==> config.mk <==
export PLATFORM = sky130hd
export DESIGN_NAME = hamming_secded_decoder_pipe_flat
export DESIGN_NICKNAME = d
export VERILOG_FILES = /design/src/rtl/hamming_secded_decoder_pipe_if.sv /design/src/rtl/hamming_secded_decoder_pipe.sv /design/src/flat_wrapper.sv
export SDC_FILE = /design/constraint.sdc
export NUM_CORES = 1
export LEC_CHECK = 0
export ABC_CLOCK_PERIOD_IN_PS = 3300
export CELL_PAD_IN_SITES_DETAIL_PLACEMENT = 1
export CELL_PAD_IN_SITES_GLOBAL_PLACEMENT = 1
export CORE_UTILIZATION = 39
export DETAILED_ROUTE_END_ITERATION = 7
export PLACE_DENSITY = 0.75
export SYNTH_ARGS = -nofsm -noshare
export SYNTH_HDL_FRONTEND = slang
export SYNTH_SLANG_ARGS = --single-unit
==> constraint.sdc <==
create_clock -name clk -period 3.3 [get_ports clk]
set_input_delay 0.99 -clock clk [delete_from_list [all_inputs] [get_ports clk]]
set_output_delay 0.99 -clock clk [all_outputs]
set_load 0.005 [all_outputs]
==> src/rtl/hamming_secded_decoder_pipe_if.sv <==
// Stream-side bundle for the pipelined SECDED decoder: codeword input, decoded
// result output, and the error counter controls/observations.
interface hamming_secded_decoder_pipe_if #(
    parameter int DATA_W     = 11,
    parameter int PAR_W      = 4,
    parameter int EXT_PARITY = 1,
    parameter int CNT_W      = 16
);
    localparam int HW   = DATA_W + PAR_W;
    localparam int CW_W = HW + EXT_PARITY;

    logic              in_valid;
    logic              in_ready;
    logic [CW_W-1:0]   codeword_in;
    logic              out_valid;
    logic              out_ready;
    logic [DATA_W-1:0] data_out;
    logic              err_corrected;
    logic              err_uncorrectable;
    logic [PAR_W-1:0]  err_pos;
    logic              cnt_clr;
    logic [CNT_W-1:0]  corr_count;
    logic [CNT_W-1:0]  uncorr_count;

    modport master (
        output in_valid, codeword_in, out_ready, cnt_clr,
        input  in_ready, out_valid, data_out, err_corrected, err_uncorrectable,
               err_pos, corr_count, uncorr_count
    );

    modport slave (
        input  in_valid, codeword_in, out_ready, cnt_clr,
        output in_ready, out_valid, data_out, err_corrected, err_uncorrectable,
               err_pos, corr_count, uncorr_count
    );
endinterface

==> src/rtl/hamming_secded_decoder_pipe.sv <==
// Two-stage pipelined extended-Hamming (SECDED) decoder with valid/ready flow
// control on both sides and saturating corrected/uncorrectable word counters.
module hamming_secded_decoder_pipe #(
    parameter int DATA_W     = 11,
    parameter int PAR_W      = 4,
    parameter int EXT_PARITY = 1,
    parameter int CNT_W      = 16
) (
    input  logic clk,
    input  logic rst,
    hamming_secded_decoder_pipe_if.slave bus
);
    localparam int HW = DATA_W + PAR_W;
    localparam logic [PAR_W-1:0] HW_POS = PAR_W'(HW);

    generate
        if ((2 ** PAR_W) < HW + 1) begin : g_par_w_check
            $error("PAR_W too small: 2**PAR_W must be >= DATA_W+PAR_W+1");
        end
    endgenerate

    // Hamming position (1-based) holding data bit d: d-th non-power-of-two slot.
    function automatic int data_position(input int d);
        int cnt;
        int res;
        cnt = 0;
        res = 0;
        for (int p = 1; p <= HW; p++) begin
            if ((p & (p - 1)) != 0) begin
                if (cnt == d) res = p;
                cnt++;
            end
        end
        return res;
    endfunction

    function automatic logic [HW-1:0] syndrome_mask(input int j);
        logic [HW-1:0] m;
        m = '0;
        for (int k = 0; k < HW; k++) m[k] = (((k + 1) & (1 << j)) != 0);
        return m;
    endfunction

    logic [PAR_W-1:0]  syn_comb;
    logic              par_comb;
    logic [DATA_W-1:0] raw_data;
    logic [DATA_W-1:0] fixed_data;

    logic              s1_valid_reg;
    logic [DATA_W-1:0] s1_data_reg;
    logic [PAR_W-1:0]  s1_syn_reg;
    logic              s1_par_reg;

    logic              out_valid_reg;
    logic [DATA_W-1:0] data_out_reg;
    logic              err_corrected_reg;
    logic              err_uncorrectable_reg;
    logic [PAR_W-1:0]  err_pos_reg;
    logic [CNT_W-1:0]  corr_count_reg;
    logic [CNT_W-1:0]  uncorr_count_reg;

    logic              flip_en;
    logic              corr_next;
    logic              uncorr_next;
    logic [PAR_W-1:0]  pos_next;
    logic              syn_nz;
    logic              syn_in_range;
    logic              s2_ready;
    logic              in_ready;
    logic              out_xfer;

    genvar gi;
    generate
        for (gi = 0; gi < PAR_W; gi++) begin : g_syn
            localparam logic [HW-1:0] MASK = syndrome_mask(gi);
            assign syn_comb[gi] = ^(bus.codeword_in[HW-1:0] & MASK);
        end

        if (EXT_PARITY != 0) begin : g_ext
            assign par_comb = ^bus.codeword_in;
        end else begin : g_no_ext
            assign par_comb = 1'b0;
        end

        // Only data positions need to survive stage 1; parity bits live on in S.
        for (gi = 0; gi < DATA_W; gi++) begin : g_data
            localparam int POS = data_position(gi);
            assign raw_data[gi]   = bus.codeword_in[POS-1];
            assign fixed_data[gi] = s1_data_reg[gi] ^ (flip_en && (s1_syn_reg == PAR_W'(POS)));
        end
    endgenerate

    assign syn_nz       = |s1_syn_reg;
    assign syn_in_range = (s1_syn_reg <= HW_POS);

    always_comb begin
        flip_en     = 1'b0;
        corr_next   = 1'b0;
        uncorr_next = 1'b0;
        pos_next    = '0;
        if (!syn_in_range) begin
            uncorr_next = 1'b1;
        end else if (EXT_PARITY != 0) begin
            if (s1_par_reg) begin
                corr_next = 1'b1;
                if (syn_nz) begin
                    flip_en  = 1'b1;
                    pos_next = s1_syn_reg;
                end
            end else if (syn_nz) begin
                uncorr_next = 1'b1;
            end
        end else if (syn_nz) begin
            corr_next = 1'b1;
            flip_en   = 1'b1;
            pos_next  = s1_syn_reg;
        end
    end

    // in_ready looks only at registered state and out_ready, never in_valid.
    assign s2_ready = !out_valid_reg || bus.out_ready;
    assign in_ready = !s1_valid_reg || s2_ready;
    assign out_xfer = out_valid_reg && bus.out_ready;

    always_ff @(posedge clk or posedge rst) begin
        if (rst) begin
            s1_valid_reg <= 1'b0;
            s1_data_reg  <= '0;
            s1_syn_reg   <= '0;
            s1_par_reg   <= 1'b0;
        end else if (in_ready) begin
            s1_valid_reg <= bus.in_valid;
            if (bus.in_valid) begin
                s1_data_reg <= raw_data;
                s1_syn_reg  <= syn_comb;
                s1_par_reg  <= par_comb;
            end
        end
    end

    always_ff @(posedge clk or posedge rst) begin
        if (rst) begin
            out_valid_reg         <= 1'b0;
            data_out_reg          <= '0;
            err_corrected_reg     <= 1'b0;
            err_uncorrectable_reg <= 1'b0;
            err_pos_reg           <= '0;
        end else if (s2_ready) begin
            out_valid_reg <= s1_valid_reg;
            if (s1_valid_reg) begin
                data_out_reg          <= fixed_data;
                err_corrected_reg     <= corr_next;
                err_uncorrectable_reg <= uncorr_next;
                err_pos_reg           <= pos_next;
            end
        end
    end

    always_ff @(posedge clk or posedge rst) begin
        if (rst) begin
            corr_count_reg   <= '0;
            uncorr_count_reg <= '0;
        end else if (bus.cnt_clr) begin
            corr_count_reg   <= '0;
            uncorr_count_reg <= '0;
        end else if (out_xfer) begin
            if (err_corrected_reg && !(&corr_count_reg))
                corr_count_reg <= corr_count_reg + CNT_W'(1);
            if (err_uncorrectable_reg && !(&uncorr_count_reg))
                uncorr_count_reg <= uncorr_count_reg + CNT_W'(1);
        end
    end

    assign bus.in_ready          = in_ready;
    assign bus.out_valid         = out_valid_reg;
    assign bus.data_out          = data_out_reg;
    assign bus.err_corrected     = err_corrected_reg;
    assign bus.err_uncorrectable = err_uncorrectable_reg;
    assign bus.err_pos           = err_pos_reg;
    assign bus.corr_count        = corr_count_reg;
    assign bus.uncorr_count      = uncorr_count_reg;
endmodule

==> src/flat_wrapper.sv <==
// flat-port wrapper written by rule: the top's interface ports become plain ports
module hamming_secded_decoder_pipe_flat 
#(
    parameter int DATA_W     = 11,
    parameter int PAR_W      = 4,
    parameter int EXT_PARITY = 1,
    parameter int CNT_W      = 16
)
  (clk, rst, bus_in_valid, bus_codeword_in, bus_out_ready, bus_cnt_clr, bus_in_ready, bus_out_valid, bus_data_out, bus_err_corrected, bus_err_uncorrectable, bus_err_pos, bus_corr_count, bus_uncorr_count);
  hamming_secded_decoder_pipe_if #(.DATA_W(DATA_W), .PAR_W(PAR_W), .EXT_PARITY(EXT_PARITY), .CNT_W(CNT_W)) bus_i ();
  input  logic clk;
  input  logic rst;
  input wire logic [$bits(bus_i.in_valid)-1:0] bus_in_valid;
  input wire logic [$bits(bus_i.codeword_in)-1:0] bus_codeword_in;
  input wire logic [$bits(bus_i.out_ready)-1:0] bus_out_ready;
  input wire logic [$bits(bus_i.cnt_clr)-1:0] bus_cnt_clr;
  output wire logic [$bits(bus_i.in_ready)-1:0] bus_in_ready;
  output wire logic [$bits(bus_i.out_valid)-1:0] bus_out_valid;
  output wire logic [$bits(bus_i.data_out)-1:0] bus_data_out;
  output wire logic [$bits(bus_i.err_corrected)-1:0] bus_err_corrected;
  output wire logic [$bits(bus_i.err_uncorrectable)-1:0] bus_err_uncorrectable;
  output wire logic [$bits(bus_i.err_pos)-1:0] bus_err_pos;
  output wire logic [$bits(bus_i.corr_count)-1:0] bus_corr_count;
  output wire logic [$bits(bus_i.uncorr_count)-1:0] bus_uncorr_count;
  assign bus_i.in_valid = bus_in_valid;
  assign bus_i.codeword_in = bus_codeword_in;
  assign bus_i.out_ready = bus_out_ready;
  assign bus_i.cnt_clr = bus_cnt_clr;
  assign bus_in_ready = bus_i.in_ready;
  assign bus_out_valid = bus_i.out_valid;
  assign bus_data_out = bus_i.data_out;
  assign bus_err_corrected = bus_i.err_corrected;
  assign bus_err_uncorrectable = bus_i.err_uncorrectable;
  assign bus_err_pos = bus_i.err_pos;
  assign bus_corr_count = bus_i.corr_count;
  assign bus_uncorr_count = bus_i.uncorr_count;
  hamming_secded_decoder_pipe #(.DATA_W(DATA_W), .PAR_W(PAR_W), .EXT_PARITY(EXT_PARITY), .CNT_W(CNT_W)) u_core (.clk(clk), .rst(rst), .bus(bus_i));
endmodule
# Word-level counts from Yosys, hierarchy flattened
# Cells that the tools add are included.
[word_totals] reg_bits=67 out_inout_bits=51
[op_classes] addsub=2 n_lt_le_gt_ge=1 eq_ne=11 muxes=16 bitwise=11 n_reduce_logical=35
[op_table] op="$mux 16" count=6
[op_table] op="$reduce_xor 15->1" count=4
[op_table] op="$add 16x1->16 const B" count=2
[op_table] op="$reduce_and 16->1" count=2
[op_table] op="$eq 4x4->1 const B" count=7
[op_table] op="$reduce_xor 16->1" count=1
[op_table] op="$logic_and 1x1->1" count=14
[op_table] op="$eq 4x3->1 const B" count=3
[op_table] op="$mux 4" count=3
[op_table] op="$xor 1x1->1" count=11
[op_table] op="$reduce_and 2->1" count=4
[op_table] op="$mux 1" count=7
[op_table] op="$reduce_bool 2->1" count=3
[op_table] op="$eq 4x2->1 const B" count=1
[op_table] op="$le 4x4->1 const B" count=1
[op_table] op="$logic_not 1->1" count=4
[op_table] op="$reduce_or 4->1" count=1
[op_table] op="$logic_or 1x1->1" count=2

# Depth between registers and ports, before layout
[logic_depth] word_depth=6 ltp_mapped=7 mapped_depth_nobuf=6

# Worst setup path before layout
# No wires, ideal clock.
[synth_path] kind="input-to-reg" from="in bus_codeword_in[13]" to="reg u_core.s1_par_reg" arrival_time_ns=2.090 t_required_ns=3.223 slack_ns=1.134 cell_stages=5 path_cell_list="xor2_1 -> xnor2_1 -> xnor2_1 -> xnor3_1 -> o21ai_1"
[synth_via] elab_chain_cells=1
[synth_lines] item="start: declaration" line_no="flat_wrapper.sv:14" text="input wire logic [$bits(bus_i.codeword_in)-1:0] bus_codeword_in;"
[synth_lines] item="$reduce_xor 16->1" line_no="hamming_secded_decoder_pipe.sv:80" text="assign par_comb = ^bus.codeword_in;"
[synth_lines] item="end signal: assignment" line_no="hamming_secded_decoder_pipe.sv:136" text="s1_par_reg <= par_comb;"
[synth_lines] item="end: declaration" line_no="hamming_secded_decoder_pipe.sv:52" text="logic s1_par_reg;"
# No other way between the ends.
# A chain may end at the register's enable or synchronous reset.

# Worst setup path after layout
[layout_path] from="in bus_out_ready" to="out bus_in_ready"
[layout_via] elab_chain_cells=2
[layout_lines] item="start: declaration" line_no="flat_wrapper.sv:15" text="input wire logic [$bits(bus_i.out_ready)-1:0] bus_out_ready;"
[layout_lines] item="$logic_or 1x1->1" line_no="hamming_secded_decoder_pipe.sv:121" text="assign s2_ready = !out_valid_reg || bus.out_ready;"
[layout_lines] item="$logic_or 1x1->1" line_no="hamming_secded_decoder_pipe.sv:122" text="assign in_ready = !s1_valid_reg || s2_ready;"
[layout_lines] item="end: declaration" line_no="flat_wrapper.sv:17" text="output wire logic [$bits(bus_i.in_ready)-1:0] bus_in_ready;"
# No other way between the ends.

==> results.yml <==
placed_design:
  place_area_um2: 4330
  portBuffers: 71
  gp_congestion: 0.791
  hpwlAfterDp_um: 5920
  place_inst: 521
pwr:
  power_leakage_nw: 1.78
  peakVddDrop_v: 0.000237
  powerDensity_nw_per_um2: 535
  power_w: 0.00245
final_layout:
  final_util_pct: 52.9
  stdcell_count: 537
  drive_gt1_share_pct: 9.56
  antenna_cells: 0
  area_growth_pct: 32.0
  nets: 447
  final_area_um2: 4570
clock_network:
  cts_tree: "built"
  post_cts_buffers: 0
  root_buffer: "clkbuf_8"
  cts_hold_buffers: 0
  cts_buffers: 9
  cts_max_level: 3
  cts_buffer_depth: 2
  cts_sinks: 67
  insertion_delay_ps: 350
  cts_resized: 0
  clk_pin_slew_worst_paths_ps: 70
drt:
  drtIter0Drc: 40
  wl_met3_um: 299
  drc: 0
  wl_per_cell_um: 15.6
  num_vias: 2797
  routedLengthMet1_um: 3660
  wl_met2_um: 4320
  top_layer: "met4"
  vias_per_cell: 5.21
  firstDrtPassIters: 4
  postRouteAntennaNets: 0
  finalWirelength_um: 8370
timing:
  timing.fmax_mhz: 320
  period_share_pct: 94.7
  rsz0062_at_grt: "false"
  tns_ps: 0
  report.final.slew_viol_count: 0
  post-route-min-period_ps: 3130
  slew-limit-headroom_pct: 52.9
  hold_violations: 0
  worst_slew_pin_slew_ps: 701
  fin_skew_ps: 10.5
  setup_viol: 0
grt:
  track_usage_pct: 19.8
  grt_pass1_wl_um: 13700
  grt_overflow_total: 0
  grt_max_degree: 68
  grt_pass1_vias: 2763
  antenna_found_initial: 0
critical_path:
  r2r-start: "u_core.bus.uncorr_count[0]$_DFFE_PP0P_"
  reg2reg_slack_ps: 1150
  regToRegEndpoint: "u_core.bus.uncorr_count[0]$_DFFE_PP0P_"
  required_ps: 2310
  start_kind: "primary input"
  path_class: "primary input to output port"
  crit_path_max_fanout: 3
  arrival_ps: 2140
  rr_worst_depth: 7
  cp-end-kind: "output port"
yosys:
  synthCells: 347
  ys_types: 39
  synth_compound_area_share_pct: 6.69
  netlist_area_um2: 3460
  synthSimpleGateAreaFrac_pct: 20.5
  avgSynthCellArea_um2: 9.97
  ys_seq_area_share_pct: 48.4
  muxShareOfSynthArea_pct: 4.48
  synth-adder-area-share_pct: 0.723
  synth_xor_xnor_area_share_pct: 17.1
  yosysWarningCount: 0
  synth_top_family_by_area: "simple AND/OR/NAND/NOR gates"
  syn_nets: 370
  ys_ff_latch: 67
  synthArstFlopShare_pct: 100
  synthFlopType: "dfrtp_1"
  synth-edff-count: 0
outcome:
  status: "completed"
floorplanning:
  die_w_um: 96.2
  core_area_um2: 8640
  design.die.area_um2: 9250
  start_util_pct: 40.1
  pin_count: 72
  rows: 34
  die_y_um: 96.2
min_path:
  holdPathStages: 2
  hold_path_startpoint: "u_core.bus.err_pos[0]$_DFFE_PP0P_"
  hp-class: "flip-flop to flip-flop"
  min_delay_worst_endpoint: "u_core.bus.err_pos[0]$_DFFE_PP0P_"
flow_run:
  cap_violations: 0
-- per-stage QoR --
| stage | hold WS [ps] | worst slack, ps |
|---|---|---|
| floorplan | 463 | 627 |
| global placement | 462 | 193 |
| detailed placement | 469 | 181 |
| CTS | 485 | 169 |
| global route | 515 | 105 |
| finish | 480 | 173 |
-- worst max-delay path: stages --
cell,delay [ps]
clkdlybuf4s50_1,480
nand3b_1,160
clkdlybuf4s50_1,510
-- power breakdown --
group | total [W] | internal [W] | switching [W]
clock network | 0.000851 | 0.000524 | 0.000328
registers | 0.00106 | 0.000936 | 0.000128
logic | 0.000530 | 0.000304 | 0.000225
total | 0.00245 | 0.00176 | 0.000681
-- worst max path at each step --
stage	start	endpoint	slack (ps)	cells past startpoint
global placement	bus_out_ready	bus_in_ready	190	3
global route	bus_out_ready	bus_in_ready	110	3
CTS	bus_out_ready	bus_in_ready	170	3
floorplan	rst	u_core.bus.corr_count[0]$_DFFE_PP0P_	630	1
finish	bus_out_ready	bus_in_ready	170	3
detailed placement	bus_out_ready	bus_in_ready	180	3
-- layer usage --
layer | up-vias | GRT usage (%)
li1 | 1343 | -
met1 | 1392 | 24.2
met2 | 54 | 34.1
met3 | 8 | 5.13
met4 | 0 | 5.85
met5 | - | 0
-- area by class of cell --
cell class              count  area (µm²)
repair buffers             79         783
well taps                 108         135
multi-input cells         262        1710
clock inverters             4        97.6
inverters                   5        18.8
flip-flops and latches     67        1680
fillers                   961        4070
clock buffers              12         145
-- kinds of logic after synthesis --
kind of cell	Yosys count
buffers and inverters	18
DFF	67
muxes	14
adders and majority gates	2
xor gates and xnor gates	66
and+or+nand+nor	144
AOI/OAI and AO/OA	36
-- layout by cell type (no fill, tap or decap), types with 3 or more instances in the layout --
master	count
clkdlybuf4s50_1	71
nor3_1	4
a21oi_1	6
mux2_2	12
a211oi_1	8
o21ai_0	15
nand4_1	7
nand2b_1	5
nor2_1	36
clkbuf_8	10
bufinv_16	3
xor2_1	12
and3_1	5
nand2_1	42
xnor2_1	53
inv_1	4
nand3_1	20
buf_4	7
dfrtp_1	67
nor4_1	9
-- cells in the mapped netlist, types with 2 or more instances --
cell       count  area, µm²
a21oi_1        6       30.0
nor3b_1        2       15.0
nand4_1        7       43.8
nand3_2        2       20.0
clkbuf_1      11       41.3
nand3_1       20        100
nand3b_1       2       15.0
mux2_2        12        135
ha_1           2       25.0
mux2i_1        2       20.0
a2111oi_2      2       30.0
o21ai_0       15       75.1
nor2_1        36        135
and2_1         2       12.5
nand2b_1       5       31.3
nand2_1       42        158
dfrtp_1       67       1680
and3_1         5       31.3
inv_1          5       18.8
a211oi_1       8       60.1
xor2_1        12        105
nor3_1         4       20.0
and4_1         2       17.5
nor4_1         9       56.3
xnor2_1       53        464
(Power assumes the default switching activity.)
